## config.mk

```make
export PLATFORM = sky130hd
export DESIGN_NAME = mem_wb_stage_flat
export DESIGN_NICKNAME = d
export VERILOG_FILES = /design/src/rtl/mem_wb_stage_if.sv /design/src/rtl/mem_wb_stage.sv /design/src/flat_wrapper.sv
export SDC_FILE = /design/constraint.sdc
export NUM_CORES = 1
export LEC_CHECK = 0
export ABC_AREA = 1
export CAP_MARGIN = 15
export CELL_PAD_IN_SITES_DETAIL_PLACEMENT = 1
export CELL_PAD_IN_SITES_GLOBAL_PLACEMENT = 1
export CORE_MARGIN = 2
export CORE_UTILIZATION = 31
export DETAILED_ROUTE_END_ITERATION = 10
export PLACE_DENSITY = 0.84
export SYNTH_ARGS = -nofsm -noshare
export SYNTH_HDL_FRONTEND = slang
export SYNTH_SLANG_ARGS = --single-unit
```

## constraint.sdc

```tcl
create_clock -name clk -period 1.8 [get_ports clk]
set_input_delay 0.36 -clock clk [delete_from_list [all_inputs] [get_ports clk]]
set_output_delay 0.36 -clock clk [all_outputs]
set_load 0.01 [all_outputs]
```

## src/rtl/mem_wb_stage_if.sv

```systemverilog
// Bundles the MEM->WB handshake, entry payload, forwarding port and counters
// of mem_wb_stage; clk and reset stay as plain ports on the stage.
interface mem_wb_stage_if #(
  parameter int DATA_W = 8,
  parameter int REG_AW = 3,
  parameter int CNT_W  = 16
);
  logic              in_valid;
  logic              in_ready;
  logic [DATA_W-1:0] ReadData;
  logic [DATA_W-1:0] ALUResult;
  logic [DATA_W-1:0] pcplus1;
  logic [REG_AW-1:0] destreg;
  logic              RegWrite;
  logic [1:0]        ResultSrc;
  logic              is_matrix_mult;
  logic              flush;
  logic              out_valid;
  logic              out_ready;
  logic [DATA_W-1:0] WBResult;
  logic [REG_AW-1:0] destreg_out;
  logic              RegWrite_out;
  logic              is_matrix_mult_out;
  logic              fwd_valid;
  logic [REG_AW-1:0] fwd_reg;
  logic [DATA_W-1:0] fwd_data;
  logic [CNT_W-1:0]  retired_count;
  logic [CNT_W-1:0]  stall_count;

  modport master (
    output in_valid, ReadData, ALUResult, pcplus1, destreg, RegWrite,
           ResultSrc, is_matrix_mult, flush, out_ready,
    input  in_ready, out_valid, WBResult, destreg_out, RegWrite_out,
           is_matrix_mult_out, fwd_valid, fwd_reg, fwd_data,
           retired_count, stall_count
  );

  modport slave (
    input  in_valid, ReadData, ALUResult, pcplus1, destreg, RegWrite,
           ResultSrc, is_matrix_mult, flush, out_ready,
    output in_ready, out_valid, WBResult, destreg_out, RegWrite_out,
           is_matrix_mult_out, fwd_valid, fwd_reg, fwd_data,
           retired_count, stall_count
  );
endinterface

```

## src/rtl/mem_wb_stage.sv

```systemverilog
// MEM/WB pipeline stage: 2-entry skid buffer (head + skid) with the result
// mux applied at capture, a forwarding port and saturating perf counters.
module mem_wb_stage #(
  parameter int DATA_W = 8,
  parameter int REG_AW = 3,
  parameter int CNT_W  = 16
) (
  input  logic         clk,
  input  logic         reset,
  mem_wb_stage_if.slave bus
);

  typedef enum logic [1:0] {
    S_EMPTY = 2'd0,
    S_ONE   = 2'd1,
    S_FULL  = 2'd2
  } state_t;

  state_t r_state;
  state_t w_state_next;

  logic              w_in_ready;
  logic              w_out_valid;
  logic              w_in_fire;
  logic              w_out_fire;
  logic              w_stall;
  logic              w_load_head_in;
  logic              w_load_head_skid;
  logic              w_load_skid;
  logic [DATA_W-1:0] w_in_result;

  logic [DATA_W-1:0] r_head_result;
  logic [REG_AW-1:0] r_head_dest;
  logic              r_head_rw;
  logic              r_head_mm;
  logic [DATA_W-1:0] r_skid_result;
  logic [REG_AW-1:0] r_skid_dest;
  logic              r_skid_rw;
  logic              r_skid_mm;
  logic [CNT_W-1:0]  r_retired;
  logic [CNT_W-1:0]  r_stall;

  // Handshake flags decode registered state only, so in_ready never sees out_ready.
  assign w_in_ready  = (r_state != S_FULL);
  assign w_out_valid = (r_state != S_EMPTY);
  assign w_in_fire   = bus.in_valid & w_in_ready;
  assign w_out_fire  = w_out_valid & bus.out_ready;
  assign w_stall     = w_out_valid & ~bus.out_ready;

  always_comb begin
    w_in_result = bus.ALUResult;
    case (bus.ResultSrc)
      2'b01:   w_in_result = bus.ReadData;
      2'b10:   w_in_result = bus.pcplus1;
      default: w_in_result = bus.ALUResult;
    endcase
  end

  always_ff @(posedge clk or posedge reset) begin
    if (reset) begin
      r_state <= S_EMPTY;
    end else begin
      r_state <= w_state_next;
    end
  end

  always_comb begin
    w_state_next     = r_state;
    w_load_head_in   = 1'b0;
    w_load_head_skid = 1'b0;
    w_load_skid      = 1'b0;
    if (bus.flush) begin
      w_state_next = S_EMPTY;
    end else begin
      case (r_state)
        S_EMPTY: begin
          if (w_in_fire) begin
            w_load_head_in = 1'b1;
            w_state_next   = S_ONE;
          end
        end
        S_ONE: begin
          if (w_in_fire && w_out_fire) begin
            w_load_head_in = 1'b1;
          end else if (w_in_fire) begin
            w_load_skid  = 1'b1;
            w_state_next = S_FULL;
          end else if (w_out_fire) begin
            w_state_next = S_EMPTY;
          end
        end
        S_FULL: begin
          if (w_out_fire) begin
            w_load_head_skid = 1'b1;
            w_state_next     = S_ONE;
          end
        end
        default: w_state_next = S_EMPTY;
      endcase
    end
  end

  always_ff @(posedge clk or posedge reset) begin
    if (reset) begin
      r_head_result <= '0;
      r_head_dest   <= '0;
      r_head_rw     <= 1'b0;
      r_head_mm     <= 1'b0;
      r_skid_result <= '0;
      r_skid_dest   <= '0;
      r_skid_rw     <= 1'b0;
      r_skid_mm     <= 1'b0;
    end else begin
      if (w_load_head_in) begin
        r_head_result <= w_in_result;
        r_head_dest   <= bus.destreg;
        r_head_rw     <= bus.RegWrite;
        r_head_mm     <= bus.is_matrix_mult;
      end else if (w_load_head_skid) begin
        r_head_result <= r_skid_result;
        r_head_dest   <= r_skid_dest;
        r_head_rw     <= r_skid_rw;
        r_head_mm     <= r_skid_mm;
      end
      if (w_load_skid) begin
        r_skid_result <= w_in_result;
        r_skid_dest   <= bus.destreg;
        r_skid_rw     <= bus.RegWrite;
        r_skid_mm     <= bus.is_matrix_mult;
      end
    end
  end

  // Counters saturate and deliberately ignore flush.
  always_ff @(posedge clk or posedge reset) begin
    if (reset) begin
      r_retired <= '0;
      r_stall   <= '0;
    end else begin
      if (w_out_fire && (r_retired != {CNT_W{1'b1}})) begin
        r_retired <= r_retired + 1'b1;
      end
      if (w_stall && (r_stall != {CNT_W{1'b1}})) begin
        r_stall <= r_stall + 1'b1;
      end
    end
  end

  assign bus.in_ready           = w_in_ready;
  assign bus.out_valid          = w_out_valid;
  assign bus.WBResult           = r_head_result;
  assign bus.destreg_out        = r_head_dest;
  assign bus.RegWrite_out       = w_out_valid & r_head_rw;
  assign bus.is_matrix_mult_out = r_head_mm;
  assign bus.fwd_valid          = w_out_valid & r_head_rw;
  assign bus.fwd_reg            = r_head_dest;
  assign bus.fwd_data           = r_head_result;
  assign bus.retired_count      = r_retired;
  assign bus.stall_count        = r_stall;

endmodule
```

## src/flat_wrapper.sv

```systemverilog
// flat-port wrapper written by rule: the top's interface ports become plain ports
module mem_wb_stage_flat 
#(
  parameter int DATA_W = 8,
  parameter int REG_AW = 3,
  parameter int CNT_W  = 16
)
  (clk, reset, bus_in_valid, bus_ReadData, bus_ALUResult, bus_pcplus1, bus_destreg, bus_RegWrite, bus_ResultSrc, bus_is_matrix_mult, bus_flush, bus_out_ready, bus_in_ready, bus_out_valid, bus_WBResult, bus_destreg_out, bus_RegWrite_out, bus_is_matrix_mult_out, bus_fwd_valid, bus_fwd_reg, bus_fwd_data, bus_retired_count, bus_stall_count);
  mem_wb_stage_if #(.DATA_W(DATA_W), .REG_AW(REG_AW), .CNT_W(CNT_W)) bus_i ();
  input  logic clk;
  input  logic reset;
  input wire logic [$bits(bus_i.in_valid)-1:0] bus_in_valid;
  input wire logic [$bits(bus_i.ReadData)-1:0] bus_ReadData;
  input wire logic [$bits(bus_i.ALUResult)-1:0] bus_ALUResult;
  input wire logic [$bits(bus_i.pcplus1)-1:0] bus_pcplus1;
  input wire logic [$bits(bus_i.destreg)-1:0] bus_destreg;
  input wire logic [$bits(bus_i.RegWrite)-1:0] bus_RegWrite;
  input wire logic [$bits(bus_i.ResultSrc)-1:0] bus_ResultSrc;
  input wire logic [$bits(bus_i.is_matrix_mult)-1:0] bus_is_matrix_mult;
  input wire logic [$bits(bus_i.flush)-1:0] bus_flush;
  input wire logic [$bits(bus_i.out_ready)-1:0] bus_out_ready;
  output wire logic [$bits(bus_i.in_ready)-1:0] bus_in_ready;
  output wire logic [$bits(bus_i.out_valid)-1:0] bus_out_valid;
  output wire logic [$bits(bus_i.WBResult)-1:0] bus_WBResult;
  output wire logic [$bits(bus_i.destreg_out)-1:0] bus_destreg_out;
  output wire logic [$bits(bus_i.RegWrite_out)-1:0] bus_RegWrite_out;
  output wire logic [$bits(bus_i.is_matrix_mult_out)-1:0] bus_is_matrix_mult_out;
  output wire logic [$bits(bus_i.fwd_valid)-1:0] bus_fwd_valid;
  output wire logic [$bits(bus_i.fwd_reg)-1:0] bus_fwd_reg;
  output wire logic [$bits(bus_i.fwd_data)-1:0] bus_fwd_data;
  output wire logic [$bits(bus_i.retired_count)-1:0] bus_retired_count;
  output wire logic [$bits(bus_i.stall_count)-1:0] bus_stall_count;
  assign bus_i.in_valid = bus_in_valid;
  assign bus_i.ReadData = bus_ReadData;
  assign bus_i.ALUResult = bus_ALUResult;
  assign bus_i.pcplus1 = bus_pcplus1;
  assign bus_i.destreg = bus_destreg;
  assign bus_i.RegWrite = bus_RegWrite;
  assign bus_i.ResultSrc = bus_ResultSrc;
  assign bus_i.is_matrix_mult = bus_is_matrix_mult;
  assign bus_i.flush = bus_flush;
  assign bus_i.out_ready = bus_out_ready;
  assign bus_in_ready = bus_i.in_ready;
  assign bus_out_valid = bus_i.out_valid;
  assign bus_WBResult = bus_i.WBResult;
  assign bus_destreg_out = bus_i.destreg_out;
  assign bus_RegWrite_out = bus_i.RegWrite_out;
  assign bus_is_matrix_mult_out = bus_i.is_matrix_mult_out;
  assign bus_fwd_valid = bus_i.fwd_valid;
  assign bus_fwd_reg = bus_i.fwd_reg;
  assign bus_fwd_data = bus_i.fwd_data;
  assign bus_retired_count = bus_i.retired_count;
  assign bus_stall_count = bus_i.stall_count;
  mem_wb_stage #(.DATA_W(DATA_W), .REG_AW(REG_AW), .CNT_W(CNT_W)) u_core (.clk(clk), .reset(reset), .bus(bus_i));
endmodule
```

==> reports/results.tsv <==
metric	value	unit
status	finished clean	
Core Area	11400	sq um
Synth Area per Inst	7.25	sq um
root buf cell	clkbuf_16	
crit end category	output pin	
async set-reset flop share out of synthesis	1.00	
FF+latch count, synth	60	
CP delay by family, top	buffers and inverters	
crit path cell chain	clkdlybuf4s50_1	
final hold violation count	0	
EDFF count, synth	0	
Vias	3545	
WL per Instance	15.1	um
Tightest Pin Transition	0.575	ns
vias in the first global route	3962	
Min Hold Slack	0.474	ns
Detailed Route Iter0 Violations	134	
dominant synthesized flop cell	dfrtp_1	
number of buffers created by CTS	9	
fin crit share	0.985	
cell taking the most area after synthesis	dfrtp_1	
Max-cap violations	0	
slowest CP cell	clkdlybuf4s50_1	
Post-DRT Antenna Nets	0	
Routed WL	11.2	mm
Setup CP Type	flop to output pin	
Yosys cell types	28	
Synth Cell Area	3610	sq um
P&R area growth vs syn	39.1	%
Remaining DRCs	0	
initial antenna violation count	0	
Setup violations, final	0	
Final #Nets	633	
clock period minus worst slack	1.77	ns
CTS Sinks	60	
Overflow after GRT	0	
setup TNS	0	ns
worst min path class	input pin to async pin	
startpoint types	flop	
fmax	564	MHz
relative slew slack	0.616	
power after layout	5.43	mW
GRT Total Usage	0.189	
synth top area cells	dfrtp_1, nand2_1, nor2_1, xnor2_1, buf_4	
pre-CTS setup slack	-0.169	ns
Setup Skew	0.00337	ns
router iterations before antenna repair	5	
Syn Nets	538	
largest net degree at the start of global routing	61	
IO Pins	95	
arrival time worst endpoint	1.41	ns
top cell type's share of synthesized area	0.416	
GP Congestion	0.856	
Clock transition at path regs	0.05	ns
worst path bufs/invs	1	
H-tree levels	3	
CTS max path bufs	2	
peak supply drop	0.000659	V
sequential area share after synthesis	0.416	
die width	112	um
most frequent cell after synthesis	nand2_1	
HPWL Detailed	8.01	mm
I/O Buffers	94	
worst setup margin	0.0273	ns
Max stage delay on crit path	0.59	ns
WP data required	1.44	ns
power per standard cell area	1080	nW/um^2
synth warn	0	
RSZ-0062 raised after global routing	true	
starting density of the core	0.318	
Commonest cells post-synth	nand2_1, dfrtp_1, nor2_1, inv_1, nand3_1	
diode count	0	
Mapped Cells	498	
std cell rows	39	
die area	12500	sq um
FILL cells	1430	
first-pass GRT wire length	19.2	mm
Leak	2.34	nW
critical-path maximum fanout	6	
cts hold-fix bufs	0	
vias per cell	4.79	
Clk Latency, worst-skew pair	0.33	ns
CTS tree	yes	
proportion of layout cells with a drive suffix above 1	0.117	
final design utilization	0.442	
die height	112	um
Max Slew Vio Count	0	
power by group:
part | switching [mW] | internal (mW)
clock network | 0.631 | 1.38
logic | 0.727 | 0.764
registers | 0.295 | 1.64
total | 1.65 | 3.78
routing by layer:
metal  up-vias  GRT usage  part of all wire
met5         -          0                 0
met4         0     0.0881             0.025
met3        21     0.0338             0.045
met2        91      0.345              0.52
met1      1707      0.213              0.41
li1       1726          -                 -
final timing paths:
| path | start | end | slack, ns | cells after the start |
|---|---|---|---|---|
| setup / recovery | u_core.bus.stall_count[13] | bus_stall_count[13] | 0.03 | 1 |
| hold reg to reg | u_core.r_skid_dest[0] | u_core.r_skid_dest[0] | 0.48 | 2 |
| min in group clk | u_core.r_skid_dest[0] | u_core.r_skid_dest[0] | 0.48 | 2 |
| hold / removal | reset | u_core.bus.stall_count[12] | 0.47 | 3 |
| setup reg to reg | u_core.bus.stall_count[1] | u_core.bus.stall_count[0] | 0.15 | 10 |
| max in group asynchronous | reset | u_core.bus.stall_count[3] | 1.05 | 3 |
cells in the final DEF, fill, tap and decap left out, types with 3 or more instances in the layout:
cell	netlist	final
a22oi_1	5	5
nand2_4	3	3
clkdlybuf4s50_1	0	90
ha_1	4	3
nor2_1	38	38
nand3b_1	3	3
dfrtp_2	0	3
a21oi_1	16	16
clkinv_2	1	3
buf_4	15	12
nand4_1	10	10
o21ai_0	9	9
bufinv_16	0	3
clkbuf_16	0	9
xnor2_1	14	14
inv_1	26	25
nor2_4	4	4
nand2_1	229	229
nor2_2	5	5
dfrtp_1	60	57
nand3_1	22	22
inv_2	9	9
dlygate4sd2_1	0	3
nand2_2	8	8
cell type report:
class | count | area, sq um | area share
clock buffer | 10 | 239 | 0.0476
clock inverter | 5 | 100 | 0.0199
inverter | 37 | 149 | 0.0296
multi-input combinational | 377 | 1780 | 0.355
sequential | 60 | 1510 | 0.300
tap | 143 | 179 | 0.0356
timing repair buffer | 108 | 1070 | 0.213
logic make-up after synthesis:
group,synth area share
xor+xnor,0.0340
flops,0.416
fa+ha+maj,0.0139
simple gates,0.397
buf+inv,0.0915
compound gates,0.0478
sequential cells by signal (all words and copies together), names as in the netlist, 2 cells and up:
| name | flops |
|---|---|
| u_core.r_skid_dest | 3 |
| u_core.bus.WBResult | 8 |
| u_core.r_state | 2 |
| u_core.r_skid_result | 8 |
| u_core.bus.destreg_out | 3 |
| u_core.bus.retired_count | 16 |
| u_core.bus.stall_count | 16 |
tightest hold or removal path, stage by stage:
cell and delay, ns:
clkdlybuf4s50_1 0.44, clkinvlp_4 0.10, buf_12 0.30
timing repair:
action	CTS	global route
gates resized for setup	4	4
endpoints found under the setup margin	4	8
buffers inserted	1	0
pin swaps	1	0
endpoints found under the hold margin	0	0
through the flow:
stage / area, sq um / instances
6_report: 5020 / 740
5_1_grt: 5020 / 740
4_1_cts: 5020 / 740
3_5_place_dp: 4670 / 724
3_3_place_gp: 4670 / 724
2_1_floorplan: 3610 / 498
No activity file was read; power rests on OpenSTA's default activity.
==> edit (same flow settings) <==
`CNT_W` is set to 16 in 3 places; all go to 18.
--- a/src/rtl/mem_wb_stage_if.sv
+++ b/src/rtl/mem_wb_stage_if.sv
@@ -3,7 +3,7 @@
 interface mem_wb_stage_if #(
   parameter int DATA_W = 8,
   parameter int REG_AW = 3,
-  parameter int CNT_W  = 16
+  parameter int CNT_W  = 18
 );
   logic              in_valid;
   logic              in_ready;
--- a/src/rtl/mem_wb_stage.sv
+++ b/src/rtl/mem_wb_stage.sv
@@ -3,7 +3,7 @@
 module mem_wb_stage #(
   parameter int DATA_W = 8,
   parameter int REG_AW = 3,
-  parameter int CNT_W  = 16
+  parameter int CNT_W  = 18
 ) (
   input  logic         clk,
   input  logic         reset,
--- a/src/flat_wrapper.sv
+++ b/src/flat_wrapper.sv
@@ -3,7 +3,7 @@
 #(
   parameter int DATA_W = 8,
   parameter int REG_AW = 3,
-  parameter int CNT_W  = 16
+  parameter int CNT_W  = 18
 )
   (clk, reset, bus_in_valid, bus_ReadData, bus_ALUResult, bus_pcplus1, bus_destreg, bus_RegWrite, bus_ResultSrc, bus_is_matrix_mult, bus_flush, bus_out_ready, bus_in_ready, bus_out_valid, bus_WBResult, bus_destreg_out, bus_RegWrite_out, bus_is_matrix_mult_out, bus_fwd_valid, bus_fwd_reg, bus_fwd_data, bus_retired_count, bus_stall_count);
   mem_wb_stage_if #(.DATA_W(DATA_W), .REG_AW(REG_AW), .CNT_W(CNT_W)) bus_i ();
Interface: changed (resized bus_retired_count and bus_stall_count); port bits go from 95 to 99. No check against the original RTL was run, so the function may have changed too.
==> edit against the unedited design <==
- final cell count rose by 4.1%
- synthesized cell count rose by 2.4%
- wire length rose by 1.3%
- global-route usage shrank 0.82 points
- power rose by 20%
- critical path type unchanged
- worst setup slack gained 20 ps
- largest cell class unchanged
- sequential power rose by 14%
- area after synthesis grew 5.9%
- sequential cell count rose by 4
- register-to-register slack about the same
- hold slack worse by 4.9 ps
- design area increased by 7.0%
==> edit: results (changes against the unedited design) <==
INFO  metric run_status = finished, final reports clean
INFO  metric ir_drop = 0.7313 mV (+11%)
INFO  metric worstRegToRegCells = 8 (-2)
INFO  metric num-fill-cells = 1520 (+6.3%)
INFO  metric clk_share = 0.05863 (-0.008865)
INFO  metric gpl.final_weighted_congestion = 0.8172 (-4.5%)
INFO  metric hold_slack = 469.0 ps (-4.937 ps)
INFO  metric cells_taking_the_most_area_after_synthesis = sky130_fd_sc_hd__dfrtp_1 (42%), sky130_fd_sc_hd__nand2_1 (20%), sky130_fd_sc_hd__nor2_1 (4.1%)
INFO  metric drt_pass_1_iters = 4 (-1)
INFO  metric layout-drive-gt1-share = 0.1188 (+0.001527)
INFO  metric yosys.area_share.xor_xnor = 0.05725 (+0.02329)
INFO  metric timing.rr.end = u_core.bus.retired_count[16]
INFO  metric final.clkbuf_count = 13 (+3)
INFO  metric rr_startpoint = u_core.bus.retired_count[1]
INFO  metric groute.layer.met2.usage = 0.3302 (-0.01485)
INFO  metric drt-initial-drc-count = 152 (+13%)
INFO  metric vias_per_cell = 4.821 (+0.63%)
INFO  metric source_of_the_critical_timing_path = u_core.bus.stall_count[16]
INFO  metric placed_cells_incl_taps = 754 (+4.1%)
INFO  metric fin_nets = 658 (+3.9%)
INFO  metric global_route.usage.met3 = 0.05588 (+0.02213)
INFO  metric syn-mean-instance-area = 7.500 um^2 (+3.4%)
INFO  metric final_design_area_no_fill = 0.005378 mm^2 (+7.0%)
INFO  metric postPlaceCellArea = 0.005044 mm^2 (+8.0%)
INFO  metric grt_pass1_vias = 3966 (+0.10%)
INFO  metric non_clock_buffer_area_share = 0.2222 (+0.009245)
INFO  metric synth.net_count = 550 (+2.2%)
INFO  metric numPortBuffers = 98 (+4.3%)
INFO  metric num-nonclk-buffers = 120 (+11%)
INFO  metric post_cts_repair_setup_buffers = 0 (-1)
INFO  metric globalRouteTotalUtil = 0.1809 (-0.008244)
INFO  metric power.leakage = 2.490 nW (+6.3%)
INFO  metric grt_first_pass_wirelength = 18850 um (-1.8%)
INFO  metric postCtsResizedCells = 5 (+1)
INFO  metric synth_sequential_area_ratio = 0.4187 (+0.002911)
INFO  metric grt_max_degree = 65 (+6.6%)
INFO  metric synthTopCellsByCount = sky130_fd_sc_hd__nand2_1 (204), sky130_fd_sc_hd__dfrtp_1 (64), sky130_fd_sc_hd__nor2_1 (42)
INFO  metric endpoint = bus_stall_count[16]
INFO  metric final_min_period_over_clock_period = 0.9738 (-0.01107)
INFO  metric max_slew_headroom = 0.7376 (+0.1214)
INFO  metric met1_length = 4560 um (+0.13%)
INFO  metric num_rows = 40 (+2.6%)
==> edit: cell count changes after synthesis, moves of 3 or more <==
cell                       unedited run  this run
sky130_fd_sc_hd__nand2_1            229       204
sky130_fd_sc_hd__nand3_1             22        16
sky130_fd_sc_hd__o21ai_0              9        12
sky130_fd_sc_hd__o211ai_1             0         8
sky130_fd_sc_hd__nand4_1             10         7
sky130_fd_sc_hd__inv_2                9         6
sky130_fd_sc_hd__dfrtp_1             60        64
sky130_fd_sc_hd__nor3_1               0         3
sky130_fd_sc_hd__buf_6                5         1
sky130_fd_sc_hd__inv_1               26        39
sky130_fd_sc_hd__nor2_1              38        42
sky130_fd_sc_hd__xor2_1               0        12
sky130_fd_sc_hd__buf_2                1         5
==> edit: kinds of logic after synthesis <==
group           Yosys count
simple gates            301
buf+inv                  68
flops                    64
compound gates           48
xor+xnor                 25
fa+ha+maj                 4
==> edit: where the power goes <==
group	internal (mW)	switching [mW]
sequential	1.85	0.359
combinational	1.22	1.20
clock	1.25	0.635
